==> config.mk <==
export PLATFORM = sky130hd
export DESIGN_NAME = mem_arbiter
export DESIGN_NICKNAME = d
export VERILOG_FILES = /design/src/rtl/cpu_types_pkg.sv /design/src/rtl/mem_arbiter.sv
export SDC_FILE = /design/constraint.sdc
export NUM_CORES = 1
export LEC_CHECK = 0
export ABC_CLOCK_PERIOD_IN_PS = 2300
export BUFFER_PORTS_ARGS = -buffer_cell sky130_fd_sc_hd__clkbuf_2
export CAP_MARGIN = 20
export CELL_PAD_IN_SITES_DETAIL_PLACEMENT = 0
export CELL_PAD_IN_SITES_GLOBAL_PLACEMENT = 2
export CORE_AREA = 5 5 127 129
export CTS_CLUSTER_DIAMETER = 100
export CTS_CLUSTER_SIZE = 14
export DETAILED_ROUTE_END_ITERATION = 6
export DIE_AREA = 0 0 132 134
export PLACE_DENSITY_LB_ADDON = 0.1
export SYNTH_ARGS = -nofsm -noshare
export SYNTH_HDL_FRONTEND = slang
export SYNTH_SLANG_ARGS = --single-unit
==> constraint.sdc <==
create_clock -name CLK -period 2.3 [get_ports CLK]
set_input_delay 0.345 -clock CLK [delete_from_list [all_inputs] [get_ports CLK]]
set_output_delay 0.345 -clock CLK [all_outputs]
set_load 0.02 [all_outputs]
==> src/rtl/cpu_types_pkg.sv <==
// Shared CPU bus types: RAM handshake states, arbiter states and the word type.
package cpu_types_pkg;

  typedef logic [31:0] word_t;

  typedef enum logic [1:0] {
    FREE   = 2'b00,
    BUSY   = 2'b01,
    ACCESS = 2'b10,
    ERROR  = 2'b11
  } ramstate_t;

  typedef enum logic [1:0] {
    IDLE  = 2'b00,
    GNT_I = 2'b01,
    GNT_D = 2'b10
  } arb_state_t;

  typedef enum logic {
    LG_I = 1'b0,
    LG_D = 1'b1
  } grant_t;

  // Watchdog counter width; a zero timeout still yields a legal 1-bit counter.
  function automatic int wdog_width(input int timeout);
    return $clog2(timeout) + 1;
  endfunction

endpackage

==> src/rtl/mem_arbiter.sv <==
// Single-transaction arbiter between icache/dcache ports and a single-ported RAM.
// RAM-side signals are combinational from the current grant so address changes pass through.
module mem_arbiter
  import cpu_types_pkg::*;
#(
  parameter bit DATA_PRIO = 1'b1,
  parameter int TIMEOUT   = 64
) (
  input  logic      CLK,
  input  logic      nRST,
  input  logic      iREN,
  input  word_t     iaddr,
  output word_t     iload,
  output logic      iwait,
  input  logic      dREN,
  input  logic      dWEN,
  input  word_t     daddr,
  input  word_t     dstore,
  output word_t     dload,
  output logic      dwait,
  output logic      ramREN,
  output logic      ramWEN,
  output word_t     ramaddr,
  output word_t     ramstore,
  input  word_t     ramload,
  input  ramstate_t ramstate,
  output logic      bus_err
);

  localparam int TW = wdog_width(TIMEOUT);
  localparam logic [TW-1:0] TMO_LAST = TW'(TIMEOUT - 1);
  localparam bit WDOG_EN = (TIMEOUT != 0);

  arb_state_t    r_state;
  grant_t        r_last;
  logic [TW-1:0] r_timer;

  logic w_dreq, w_in_i, w_in_d, w_granted, w_access, w_gnt_req;
  logic w_done, w_wdraw, w_err, w_tmo, w_pick_d;

  assign w_dreq    = dREN | dWEN;
  assign w_in_i    = (r_state == GNT_I);
  assign w_in_d    = (r_state == GNT_D);
  assign w_granted = w_in_i | w_in_d;
  assign w_access  = (ramstate == ACCESS);
  assign w_gnt_req = (w_in_i & iREN) | (w_in_d & w_dreq);

  // ACCESS wins over a same-cycle withdrawal; withdrawal suppresses any error report.
  assign w_done  = w_granted & w_access;
  assign w_wdraw = w_granted & ~w_access & ~w_gnt_req;
  assign w_err   = w_granted & ~w_access & w_gnt_req & (ramstate == ERROR);
  assign w_tmo   = WDOG_EN & w_granted & ~w_access & w_gnt_req & ~w_err
                 & (r_timer == TMO_LAST);

  // Data wins from IDLE unless round-robin says the icache is owed the slot.
  assign w_pick_d = w_dreq & (~iREN | DATA_PRIO | (r_last == LG_I));

  assign bus_err = w_err | w_tmo;
  assign iwait   = iREN   & ~(w_in_i & w_access);
  assign dwait   = w_dreq & ~(w_in_d & w_access);

  always_comb begin
    ramREN   = 1'b0;
    ramWEN   = 1'b0;
    ramaddr  = '0;
    ramstore = '0;
    iload    = '0;
    dload    = '0;
    if (w_in_i) begin
      ramREN  = iREN;
      ramaddr = iaddr;
      if (w_access) iload = ramload;
    end else if (w_in_d) begin
      ramWEN  = dWEN;
      ramREN  = dREN & ~dWEN;
      ramaddr = daddr;
      if (dWEN) ramstore = dstore;
      if (w_access && !dWEN) dload = ramload;
    end
  end

  always_ff @(posedge CLK or negedge nRST) begin
    if (!nRST) begin
      r_state <= IDLE;
      r_last  <= LG_I;
      r_timer <= '0;
    end else begin
      case (r_state)
        IDLE: begin
          r_timer <= '0;
          if (w_pick_d) begin
            r_state <= GNT_D;
            r_last  <= LG_D;
          end else if (iREN) begin
            r_state <= GNT_I;
            r_last  <= LG_I;
          end
        end
        GNT_I, GNT_D: begin
          if (w_done || w_wdraw || w_err || w_tmo) begin
            r_state <= IDLE;
          end else if (WDOG_EN) begin
            r_timer <= r_timer + 1'b1;
          end
        end
        default: r_state <= IDLE;
      endcase
    end
  end

endmodule

---- Word level (Yosys, flattened, before mapping) ----
Index checks and enable logic that the tools add are counted.
storage, ports and cells
  input port bits ......................... 135
  register bits after elaboration ......... 9
operators by class
  reduce and logical (&&, ||, !) cells .... 10
  bitwise logic cells ..................... 24
  add/sub/neg operators ................... 1
  mux-type cells .......................... 20
  eq/ne operators ......................... 8
operator list
  kind                                                  count
  two-way mux 32 bit                                    10
  bitwise AND 1 bit                                     14
  case mux 7 bit (2 select lines)                       1
  adder 7 x 1 -> 7 bit (second input constant)          1
  equality test 7 x 6 -> 1 bit (second input constant)  1
  two-way mux 7 bit                                     1
  equality test 2 bit (second input constant)           3
  two-way mux 2 bit                                     3
  inverter 1 bit                                        6
  two-way mux 1 bit                                     4
  != test 2 bit (second input constant)                 2
  bitwise OR 1 bit                                      4
  case mux 2 bit (2 select lines)                       1
  AND reduction 2 bit                                   2
  logical OR 1 bit                                      3
  != test 3 bit (second input constant)                 1
  equality test 2 x 1 -> 1 bit (second input constant)  1
  logical NOT 2 bit                                     1
  nonzero test 2 bit                                    1
  OR reduction 2 bit                                    1
  logical AND 1 bit                                     1
  logical NOT 1 bit                                     1

---- Depth between registers and ports, before layout ----
Gate-level depths: netlist of run 1.
  depth after elaboration ................. 11
  gate-level depth with buffers ........... 7

---- Worst setup path after synthesis of run 1 ----
OpenSTA, ideal clock, no wires.
  kind .................................... flip-flop to output port
  from .................................... register r_state[1]
  to ...................................... output port ramaddr[10]
  required time ........................... 1.955 ns
  data arrival time ....................... 1.581 ns
  cell stages (with the launch flop) ...... 6
  path slack .............................. 0.374 ns
  cells stage by stage .................... dfrtp_1 > inv_1 > ha_1 > clkbuf_1 > clkbuf_1 > a22o_1
on the way
  longest elaborated chain between the ends .. 3
  elaborated cells between the ends (all ways) .. 4
  classes of those cells .................. eq/ne: 2; mux: 2
RTL lines
  item                      RTL line           source
  start: declaration        mem_arbiter.sv:34  arb_state_t r_state;
  start signal: assignment  mem_arbiter.sv:84  r_state <= IDLE;
  start signal: assignment  mem_arbiter.sv:92  r_state <= GNT_D;
  start signal: assignment  mem_arbiter.sv:95  r_state <= GNT_I;
  equality test 2 bit       mem_arbiter.sv:43  assign w_in_d = (r_state == GNT_D);
  two-way mux 32 bit        mem_arbiter.sv:73  end else if (w_in_d) begin
  two-way mux 32 bit *      mem_arbiter.sv:69  if (w_in_i) begin
  end: declaration          mem_arbiter.sv:23  output word_t ramaddr,
Every way passes the cells marked *; elsewhere a longest branch is shown, timed or not.

---- Worst setup path after layout of run 1 ----
  from .................................... register r_state[1]
  to ...................................... output port ramaddr[1]
The elaborated chain is that of the path after synthesis.

==> flow_summary_export.csv, run 1 <==
group,metric,value,unit
outcome,outcome,"finished clean",
yosys,post_synth_num_cell_types,36,
power_and_ir_drop,swShare,52.8,%
power_and_ir_drop,cell_internal_pwr,1.15,mW
routing,wl_final,10500,microns
setup_path,worst-path-max-fanout,32,
floorplan,die_x,132,microns
clock_network,cts_inserted_buffers,3,
clock_network,cts.sink_count,9,
grt,groute.usage.overall,10.6,%
routing,drtAntennaViolNets,0,
flow_run,maxCapViolCount,0,
timing,setup_repair_after_global_routing_missed_its_margin,"no",
routing,drc,0,
power_and_ir_drop,comb_power_share,78.8,%
setup_path,rr_startpoint,"r_state[1]$_DFFE_PN0P_",
finish,design.final.nets,619,
grt,globalRouteOverflowTotal,0,
clock_network,clk_pin_slew_worst_paths,0.04,ns
clock_network,clock_tree_from_tritoncts,"built",
yosys,ys_ff_latch,9,
timing,highest_clock_rate,452,MHz
timing,timing.final.setup_violations,0,
yosys,net_count_synth,358,
yosys,syn_avg_cell_area,7.36,sq um
timing,timing_hold_violations_final,0,
clock_network,cts_max_level,1,
clock_network,cts.repair_timing.setup_buffer_count,0,
finish,layoutNonFillerInstCount,666,
routing,wl_per_cell,15.8,microns
power_and_ir_drop,ir_worst_vdd,0.000299,V
yosys,syn-cell-area,1600,sq um
finish,num-fill-cells,1718,
power_and_ir_drop,pwr-share-clk,12.5,%
setup_path,r2r_slack,0.42,ns
routing,drt-vias-per-instance,3.93,
yosys,synth-async-reset-ratio,100,%
setup_path,worst-setup-path-type,"reg -> out",
floorplan,design.core.area,14900,sq um
timing,report.final.slew_viol_count,0,
power_and_ir_drop,p_leak,2.07,nW
finish,area.growth.synth_to_final,104,%
placed_design,postPlaceCellArea,3190,sq um
yosys,synth_enable_flop_cells,0,
floorplan,ioPinCount,268,
setup_path,required_time_reported_for_the_critical_path_endpoint,1.96,ns
floorplan,die-area,17700,sq um
yosys,syn_inst,218,
grt,antenna_found_initial,0,
placed_design,dp_hpwl,9180,microns
clock_network,cts.root.buffer_cell,"clkbuf_16",
timing,timing.slew.headroom,72.5,%
routing,drt_iter0_markers,89,
finish,layout_common_cells,"267 x clkbuf_2, 65 x and2_1, 35 x and3_1",
timing,min_period_over_period,96.3,%
worst_hold_path,worst_hold_path.num_cells,3,
finish,utilization,22.0,%
setup_path,critPathCaptureType,"output port",
yosys,postSynth.topFlopCell,"dfrtp_1",
floorplan,starting_density,10.8,%
finish,antennaDiodeCount,0,
worst_hold_path,timing.hold.worst.class,"in -> reg",
clock_network,clock_buffer_depth,2,
placed_design,io_buffers,267,
timing,holdWs,0.463,ns
setup_path,startpoint_class_of_the_critical_path,"flip-flop",
setup_path,worst_r2r_path_depth,7,
power_and_ir_drop,net-switching-power,1.29,mW
yosys,synth_warnings,0,
placed_design,numPlacedInstances,661,
power_and_ir_drop,p_per_area,745,nW/um^2
timing,fin_setup_tns,0,ns
grt,grt_start_max_net_pins,41,
worst_hold_path,hold_path_startpoint,"iREN",
placed_design,gp_congestion,0.762,
floorplan,rows,45,
timing,timing.final.crit_period,2.21,ns
grt,grt_first_pass_wirelength,15100,microns
finish,final_layout_size_suffix_gt1_share,59.8,%
worst_hold_path,hold_path_end,"r_state[0]$_DFFE_PN0P_",
setup_path,timing.critical_path.arrival,1.87,ns
yosys,ys_seq_area_share,14.0,%
timing,worstMarginPinSlew,0.413,ns
clock_network,cts.repair.resized,0,
finish,layout_commonest_cell,"clkbuf_2",
routing,detail_route.first_pass.iterations,4,
floorplan,die_span_in_y,134,microns
clock_network,clock_insertion_delay_at_the_later_pin_of_the_skew_report,0.23,ns
setup_path,crit-reg2reg-capture,"r_timer[4]$_DFFE_PN0P_",
grt,grt_pass1_vias,2566,
finish,finalInstanceArea,3280,sq um
routing,via_count,2619,
power_and_ir_drop,share_seq_of_total_power,8.7,%
timing,final.setup_skew,0.000575,ns
==> per-stage QoR <==
step	total power, mW	setup slack (ns)
3_5_place_dp	2.18	0.316
3_3_place_gp	2.19	0.358
6_report	2.44	0.0858
4_1_cts	2.49	0.0593
2_1_floorplan	1.42	0.374
5_1_grt	2.62	0.0210
==> worst max-delay path by stage <==
stage                      startpoint           to  slack, ns  cells past startpoint
6_report       r_state[1]$_DFFE_PN0P_   ramaddr[1]       0.09                      7
5_1_grt        r_state[1]$_DFFE_PN0P_   ramaddr[1]       0.02                      7
4_1_cts        r_state[1]$_DFFE_PN0P_   ramaddr[1]       0.06                      7
3_5_place_dp   r_state[1]$_DFFE_PN0P_   ramaddr[1]       0.32                      7
3_3_place_gp   r_state[1]$_DFFE_PN0P_   ramaddr[1]       0.36                      7
2_1_floorplan  r_state[1]$_DFFE_PN0P_  ramaddr[10]       0.37                      5
==> critical path, stage by stage (launching register included) <==
cell	delay (ns)
dfrtp_1	0.40
inv_1	0.09
ha_2	0.22
buf_4	0.20
nor2b_2	0.16
buf_12	0.20
a22o_1	0.16
clkbuf_2	0.18
==> synthesized netlist by cell type, types with 2 or more instances <==
master | n | share of area [%]
a31oi_1 | 2 | 0.78
dfrtp_1 | 9 | 14
nor2_1 | 5 | 1.2
nor3_1 | 2 | 0.62
and3b_1 | 3 | 1.6
ha_1 | 5 | 3.9
inv_1 | 2 | 0.47
and3_1 | 35 | 14
nor2b_1 | 3 | 1.2
buf_2 | 2 | 0.62
a311oi_1 | 2 | 1.1
a22o_1 | 32 | 17
a21oi_1 | 5 | 1.6
clkbuf_1 | 19 | 4.4
nand2_1 | 7 | 1.6
and2_1 | 65 | 25
==> power groups by stage <==
| stage | Sequential [mW] | Combinational (mW) | Clock, mW |
|---|---|---|---|
| after detailed placement | 0.215 | 1.96 | 0 |
| after CTS | 0.213 | 1.97 | 0.313 |
| final | 0.213 | 1.92 | 0.306 |
| after global routing | 0.216 | 2.08 | 0.321 |
| after floorplan | 0.208 | 1.21 | 0 |
| after global placement | 0.213 | 1.97 | 0 |
==> state kept, by name, indices dropped and copies added, names as in the netlist <==
signal / count
r_state: 2
r_timer: 7
==> cell families after synthesis <==
family | count (synthesis) | synth area share (%)
buffers and inverters | 24 | 6.24
adder cells (fa/ha/maj) | 5 | 3.90
AO/OA/AOI/OAI | 50 | 25.7
AND/OR/NAND/NOR | 128 | 48.8
multiplexers | 2 | 1.33
flip-flops | 9 | 14.0
==> metal layers <==
metal	track usage [%]	wire length [microns]	share of wire, %
met1	11.2	3810	36
met2	21.4	5880	56
met3	2.48	717	6.8
met4	1.71	97	0.92
met5	0	0	0
==> layout make-up <==
type	instances	area, sq um	area share (%)
Clock buffer	4	78.8	2.41
Multi-Input combinational cell	185	1280	39.2
Sequential cell	9	225	6.87
Inverter	2	7.51	0.229
Timing Repair Buffer	278	1450	44.1
Tap cell	188	235	7.18
==> repair_timing <==
action	4_1_cts	5_1_grt
hold endpoints to repair	9	0
hold buffers	1	0
setup endpoints to repair	0	0
(Power assumes the default switching activity.)
==> run 2, diff against run 1 <==
--- a/config.mk
+++ b/config.mk
@@ -16,6 +16,7 @@
 export DETAILED_ROUTE_END_ITERATION = 6
 export DIE_AREA = 0 0 132 134
 export PLACE_DENSITY_LB_ADDON = 0.1
+export RECOVER_POWER = 100
 export SYNTH_ARGS = -nofsm -noshare
 export SYNTH_HDL_FRONTEND = slang
 export SYNTH_SLANG_ARGS = --single-unit
==> run 2 against run 1 <==
Against the previous run:
- worst hold slack improved by 0.0042 ns
- critical path type unchanged
- critical path depth unchanged
- first-iteration DRC count decreased by 31%
- sequential share of layout area increased by 0.090 points
- sequential cell count unchanged
- sequential power about the same
- via count increased by 0.99%
- register-to-register slack got worse by 0.19 ns
- critical endpoint unchanged
- clock power about the same
- clock skew about the same
- die area unchanged
==> flow_summary_export.csv, run 2 (synthesized netlist as in run 1, its figures left out) <==
group,metric,value,unit
outcome,outcome,"finished clean",
finish,design.final.nets,619,
timing,final_critical_path_setup_slack,0.0900,ns
routing,via_count,2645,
flow_run,maxCapViolCount,0,
timing,timing.slew.headroom,65.4,%
setup_path,launch_point_of_the_critical_path,"r_state[1]$_DFFE_PN0P_",
grt,grt_start_max_net_pins,41,
power_and_ir_drop,share_seq_of_total_power,8.8,%
setup_path,critical-path-max-stage-delay,0.40,ns
clock_network,cts.repair.resized,0,
worst_hold_path,worst_hold_path.num_cells,3,
placed_design,numPlacedInstances,661,
grt,groute.usage.overall,10.6,%
setup_path,rr_startpoint,"r_state[1]$_DFFE_PN0P_",
finish,finalInstanceArea,3230,sq um
power_and_ir_drop,net-switching-power,1.28,mW
clock_network,cts_max_level,1,
finish,antennaDiodeCount,0,
power_and_ir_drop,comb_power_share,78.6,%
clock_network,clock_buffer_depth,2,
setup_path,worst_r2r_path_depth,8,
worst_hold_path,hold_path_startpoint,"iREN",
power_and_ir_drop,swShare,53.1,%
finish,layout_commonest_cell,"clkbuf_2",
routing,detail_route.first_pass.iterations,7,
clock_network,cts.repair_timing.setup_buffer_count,0,
floorplan,starting_density,10.8,%
power_and_ir_drop,finalPower,2.42,mW
setup_path,r2r_slack,0.23,ns
timing,min_period_over_period,96.1,%
power_and_ir_drop,p_per_area,747,nW/um^2
placed_design,postPlaceCellArea,3190,sq um
setup_path,path_cells,"inv_1 > ha_2 > buf_4 > nor2b_2 > buf_12 > a22o_1 > clkbuf_2",
clock_network,clock_tree_from_tritoncts,"built",
clock_network,hold_buffers,1,
setup_path,worst-setup-path-type,"reg -> out",
floorplan,die_x,132,microns
worst_hold_path,timing.hold.worst.class,"in -> reg",
routing,drt-vias-per-instance,3.97,
power_and_ir_drop,pwr-share-clk,12.6,%
finish,largest_register,"r_timer",
timing,timing_hold_violations_final,0,
worst_hold_path,hold_path_end,"r_state[0]$_DFFE_PN0P_",
timing,timing.final.crit_period,2.21,ns
finish,largestRegisters,"r_timer x7, r_state x2",
timing,highest_clock_rate,452,MHz
placed_design,gp_congestion,0.762,
routing,wl_final,10500,microns
power_and_ir_drop,cell_internal_pwr,1.13,mW
power_and_ir_drop,p_leak,1.97,nW
routing,drtAntennaViolNets,0,
setup_path,worst-path-max-fanout,32,
routing,drc,0,
setup_path,required_time_reported_for_the_critical_path_endpoint,1.96,ns
clock_network,cts.root.buffer_cell,"clkbuf_16",
placed_design,dp_hpwl,9180,microns
setup_path,cp_slowest_cell,"dfrtp_1",
floorplan,die_span_in_y,134,microns
timing,setup_repair_after_global_routing_missed_its_margin,"no",
grt,grt_pass1_vias,2566,
finish,area.growth.synth_to_final,102,%
setup_path,startpoint_class_of_the_critical_path,"flip-flop",
floorplan,design.core.area,14900,sq um
timing,final.setup_skew,0.000541,ns
placed_design,place_worst_setup_slack,0.316,ns
timing,fin_setup_tns,0,ns
finish,max_ffs_per_register,7,
clock_network,clock_insertion_delay_at_the_later_pin_of_the_skew_report,0.23,ns
clock_network,cts.sink_count,9,
grt,grt_first_pass_wirelength,15100,microns
grt,antenna_found_initial,0,
floorplan,rows,45,
routing,drt_iter0_markers,61,
grt,globalRouteOverflowTotal,0,
finish,num-fill-cells,1730,
timing,timing.final.setup_violations,0,
setup_path,timing.critical_path.arrival,1.87,ns
routing,wl_per_cell,15.8,microns
setup_path,crit-reg2reg-capture,"r_timer[1]$_DFFE_PN0P_",
finish,layoutNonFillerInstCount,666,
finish,final_layout_size_suffix_gt1_share,54.4,%
clock_network,clk_pin_slew_worst_paths,0.04,ns
finish,layout_common_cells,"245 x clkbuf_2, 46 x and2_1, 35 x and3_1",
power_and_ir_drop,ir_worst_vdd,0.000306,V
setup_path,critPathCaptureType,"output port",
timing,worstMarginPinSlew,0.519,ns
placed_design,io_buffers,267,
timing,report.final.slew_viol_count,0,
floorplan,ioPinCount,268,
clock_network,cts_inserted_buffers,3,
floorplan,die-area,17700,sq um
==> run 2: cell types whose count changed in the layout (fill, tap and decap cells not counted), sizes merged <==
| cell | before | now |
|---|---|---|
| clkbuf | 271 | 274 |
| buf | 10 | 7 |
==> run 2: area by class of cell <==
| cell class | count | area, sq um | area share (%) |
|---|---|---|---|
| tap | 188 | 235 | 7.27 |
| sequential | 9 | 225 | 6.96 |
| inverter | 2 | 7.51 | 0.232 |
| multi-input combinational | 185 | 1280 | 39.6 |
| clock buffer | 4 | 78.8 | 2.44 |
| timing repair buffer | 278 | 1410 | 43.5 |
==> run 2: through the flow <==
| step | util (%) | hold WS (ns) |
|---|---|---|
| global placement | 21.4 | 0.227 |
| global route | 21.7 | 0.488 |
| floorplan | - | 0.0494 |
| detailed placement | 21.4 | 0.218 |
| CTS | 22.0 | 0.465 |
| finish | 21.7 | 0.467 |
==> run 2: worst max-delay path by stage <==
stage	endpoint	slack, ns	depth (start not counted)
after CTS	ramaddr[1]	0.06	7
after global placement	ramaddr[1]	0.36	7
final	ramaddr[1]	0.09	7
after detailed placement	ramaddr[1]	0.32	7
after global routing	ramstore[19]	0.02	6
after floorplan	ramaddr[10]	0.37	5
==> run 2: worst max-delay path, delay by kind of cell, from the launching register on <==
kind / cells / cell delay (ns)
DFF: 1 / 0.40
adders and majority gates: 1 / 0.22
buffers and inverters: 4 / 0.67
and+or+nand+nor: 1 / 0.16
AOI/OAI and AO/OA: 1 / 0.16
==> run 2: metal layers <==
layer,wire length [microns],vias to the layer above,global-route usage (%)
met5,0,-,0
met4,96,0,1.71
met3,819,7,2.48
met2,5870,131,21.4
met1,3750,1202,11.2
li1,-,1305,-
==> run 2: power groups by stage <==
stage               clock network, mW  registers [mW]  logic [mW]
floorplan                           0           0.208        1.21
global placement                    0           0.213        1.97
detailed placement                  0           0.215        1.96
CTS                             0.313           0.213        1.97
global route                    0.321           0.216        2.06
finish                          0.305           0.212        1.90
==> run 3, diff against run 2 <==
--- a/config.mk
+++ b/config.mk
@@ -7,14 +7,14 @@
 export LEC_CHECK = 0
 export ABC_CLOCK_PERIOD_IN_PS = 2300
 export BUFFER_PORTS_ARGS = -buffer_cell sky130_fd_sc_hd__clkbuf_2
-export CAP_MARGIN = 20
+export CAP_MARGIN = 10
 export CELL_PAD_IN_SITES_DETAIL_PLACEMENT = 0
 export CELL_PAD_IN_SITES_GLOBAL_PLACEMENT = 2
-export CORE_AREA = 5 5 127 129
+export CORE_AREA = 5 5 142 117
 export CTS_CLUSTER_DIAMETER = 100
 export CTS_CLUSTER_SIZE = 14
 export DETAILED_ROUTE_END_ITERATION = 6
-export DIE_AREA = 0 0 132 134
+export DIE_AREA = 0 0 147 122
 export PLACE_DENSITY_LB_ADDON = 0.1
 export RECOVER_POWER = 100
 export SYNTH_ARGS = -nofsm -noshare
==> run 3 against run 2 <==
Against the previous run:
- routed wire length fell by 9.6%
- non-clock buffer count down 1
- design area up 0.73%
- critical path type unchanged
- sequential cell count unchanged
- fmax rose by 1.3%
- sequential power is essentially flat
- final cell count up 0.60%
- clock-buffer cell count is the same
- setup slack better by 0.028 ns
- worst hold slack gained 0.0052 ns
- utilization is 0.29 points lower
- largest power group unchanged
==> flow_summary_export.csv, run 3 (synthesized netlist as in run 1, its figures left out) <==
group,metric,value,unit
clock_network,cts.root.buffer_cell,"clkbuf_16",
timing,timing.final.setup_violations,0,
clock_network,clock_tree_from_tritoncts,"built",
grt,antenna_found_initial,0,
routing,drt-vias-per-instance,3.95,
finish,largestRegisters,"r_timer x7, r_state x2",
finish,finalInstanceArea,3260,sq um
power_and_ir_drop,p_leak,1.97,nW
setup_path,startpoint_class_of_the_critical_path,"flip-flop",
floorplan,ioPinCount,268,
worst_hold_path,timing.hold.worst.class,"in -> reg",
grt,grt_use_met2,19.5,%
finish,register_area,225,sq um
finish,layout_common_cells,"242 x clkbuf_2, 50 x and2_1, 35 x and3_1",
power_and_ir_drop,p_per_area,749,nW/um^2
setup_path,worst-setup-path-type,"reg -> out",
timing,timing_hold_violations_final,0,
flow_run,maxCapViolCount,0,
routing,wl_per_cell,14.2,microns
timing,timing.slew.headroom,60.7,%
routing,drtAntennaViolNets,0,
finish,max_ffs_per_register,7,
routing,drc,0,
clock_network,clock_insertion_delay_at_the_later_pin_of_the_skew_report,0.24,ns
floorplan,rows,41,
timing,worstMarginPinSlew,0.590,ns
routing,wl_final,9520,microns
setup_path,timing.critical_path.arrival,1.84,ns
floorplan,starting_density,10.5,%
timing,timing.final.crit_period,2.18,ns
grt,grt_start_max_net_pins,51,
finish,largest_register,"r_timer",
finish,design.final.nets,618,
finish,antennaDiodeCount,0,
floorplan,die_span_in_y,122,microns
routing,via_count,2648,
finish,layoutNonFillerInstCount,670,
outcome,outcome,"finished clean",
grt,grt_pass1_vias,2650,
routing,drt_iter0_markers,50,
grt,grt_util_met3,3.09,%
grt,groute.usage.overall,9.52,%
clock_network,cts.sink_count,9,
power_and_ir_drop,net-switching-power,1.29,mW
clock_network,clk_pin_slew_worst_paths,0.04,ns
power_and_ir_drop,cell_internal_pwr,1.15,mW
floorplan,design.core.area,15200,sq um
floorplan,die_x,147,microns
timing,fin_setup_tns,0,ns
power_and_ir_drop,share_seq_of_total_power,8.8,%
grt,grt_first_pass_wirelength,13900,microns
power_and_ir_drop,pwr-share-clk,12.7,%
clock_network,cts_inserted_buffers,3,
finish,multi_input_comb_area,1290,sq um
routing,detail_route.first_pass.iterations,4,
placed_design,dp_hpwl,8120,microns
timing,highest_clock_rate,458,MHz
placed_design,io_buffers,267,
placed_design,numPlacedInstances,664,
setup_path,critPathCaptureType,"output port",
clock_network,clock_buffer_depth,2,
timing,final.setup_skew,0.00218,ns
placed_design,postPlaceCellArea,3190,sq um
setup_path,critical-path-max-stage-delay,0.40,ns
finish,utilization,21.4,%
setup_path,cp_slowest_cell,"dfrtp_1",
power_and_ir_drop,comb_power_share,78.5,%
timing,final_critical_path_setup_slack,0.118,ns
grt,grt-busiest-layer,"met2",
finish,layout_commonest_cell,"clkbuf_2",
setup_path,path_cells,"inv_1 > ha_4 > nor2_1 > and3_1 > buf_12 > and2_0 > clkbuf_2",
grt,globalRouteOverflowTotal,0,
finish,area.growth.synth_to_final,103,%
finish,num-fill-cells,1736,
power_and_ir_drop,ir_worst_vdd,0.000294,V
clock_network,cts_max_level,1,
grt,grt.met1_usage,9.35,%
power_and_ir_drop,swShare,52.8,%
setup_path,required_time_reported_for_the_critical_path_endpoint,1.96,ns
setup_path,worst-path-max-fanout,32,
placed_design,place_worst_setup_slack,0.264,ns
placed_design,gp_congestion,0.717,
timing,holdWs,0.473,ns
floorplan,die-area,17900,sq um
power_and_ir_drop,finalPower,2.44,mW
timing,report.final.slew_viol_count,0,
finish,final_layout_size_suffix_gt1_share,54.3,%
timing,min_period_over_period,94.9,%
==> run 3: what timing repair did <==
action                                 CTS  global route
hold buffers                             1             0
endpoints found under the hold margin    9             0
buffers inserted                         0             1
resized for setup                        0             2
setup endpoints to repair                0            64
==> run 3: per-layer routing <==
layer,vias to the layer above,wire length [microns]
met5,-,0
met2,158,5110
met4,0,51
li1,1305,-
met1,1180,3370
met3,5,998
==> run 3: path summary, 6_finish.rpt <==
kind | end | cells after the start | slack (ns) | from
worst min-delay path | r_state[0]$_DFFE_PN0P_ | 3 | 0.47 | iREN
worst min register to register | r_timer[0]$_DFFE_PN0P_ | 1 | 0.51 | r_timer[0]$_DFFE_PN0P_
worst max register to register | r_state[1]$_DFFE_PN0P_ | 6 | 0.27 | r_state[0]$_DFFE_PN0P_
worst max-delay path | dload[29] | 7 | 0.12 | r_state[1]$_DFFE_PN0P_
max in group asynchronous | r_timer[1]$_DFFE_PN0P_ | 2 | 1.29 | nRST
min in group asynchronous | r_timer[3]$_DFFE_PN0P_ | 2 | 0.63 | nRST
==> run 3: area by class of cell <==
cell class                 count  area share (%)
timing repair buffer         277            43.3
multi-input combinational    185            39.7
tap                          193            7.41
sequential                     9            6.91
clock buffer                   4            2.42
inverter                       2           0.230
==> run 3: critical path: cells and delay by family (launching register included) <==
family,cells,cell delay [ns]
AND/OR/NAND/NOR,3,0.51
buffers and inverters,3,0.46
flip-flops,1,0.40
adder cells (fa/ha/maj),1,0.23
==> run 3: power by group through the flow <==
stage | Sequential, mW | Combinational [mW] | Clock, mW
2_1_floorplan | 0.208 | 1.21 | 0
3_3_place_gp | 0.215 | 1.98 | 0
3_5_place_dp | 0.216 | 1.94 | 0
4_1_cts | 0.213 | 1.95 | 0.319
5_1_grt | 0.218 | 2.08 | 0.329
6_report | 0.215 | 1.92 | 0.309
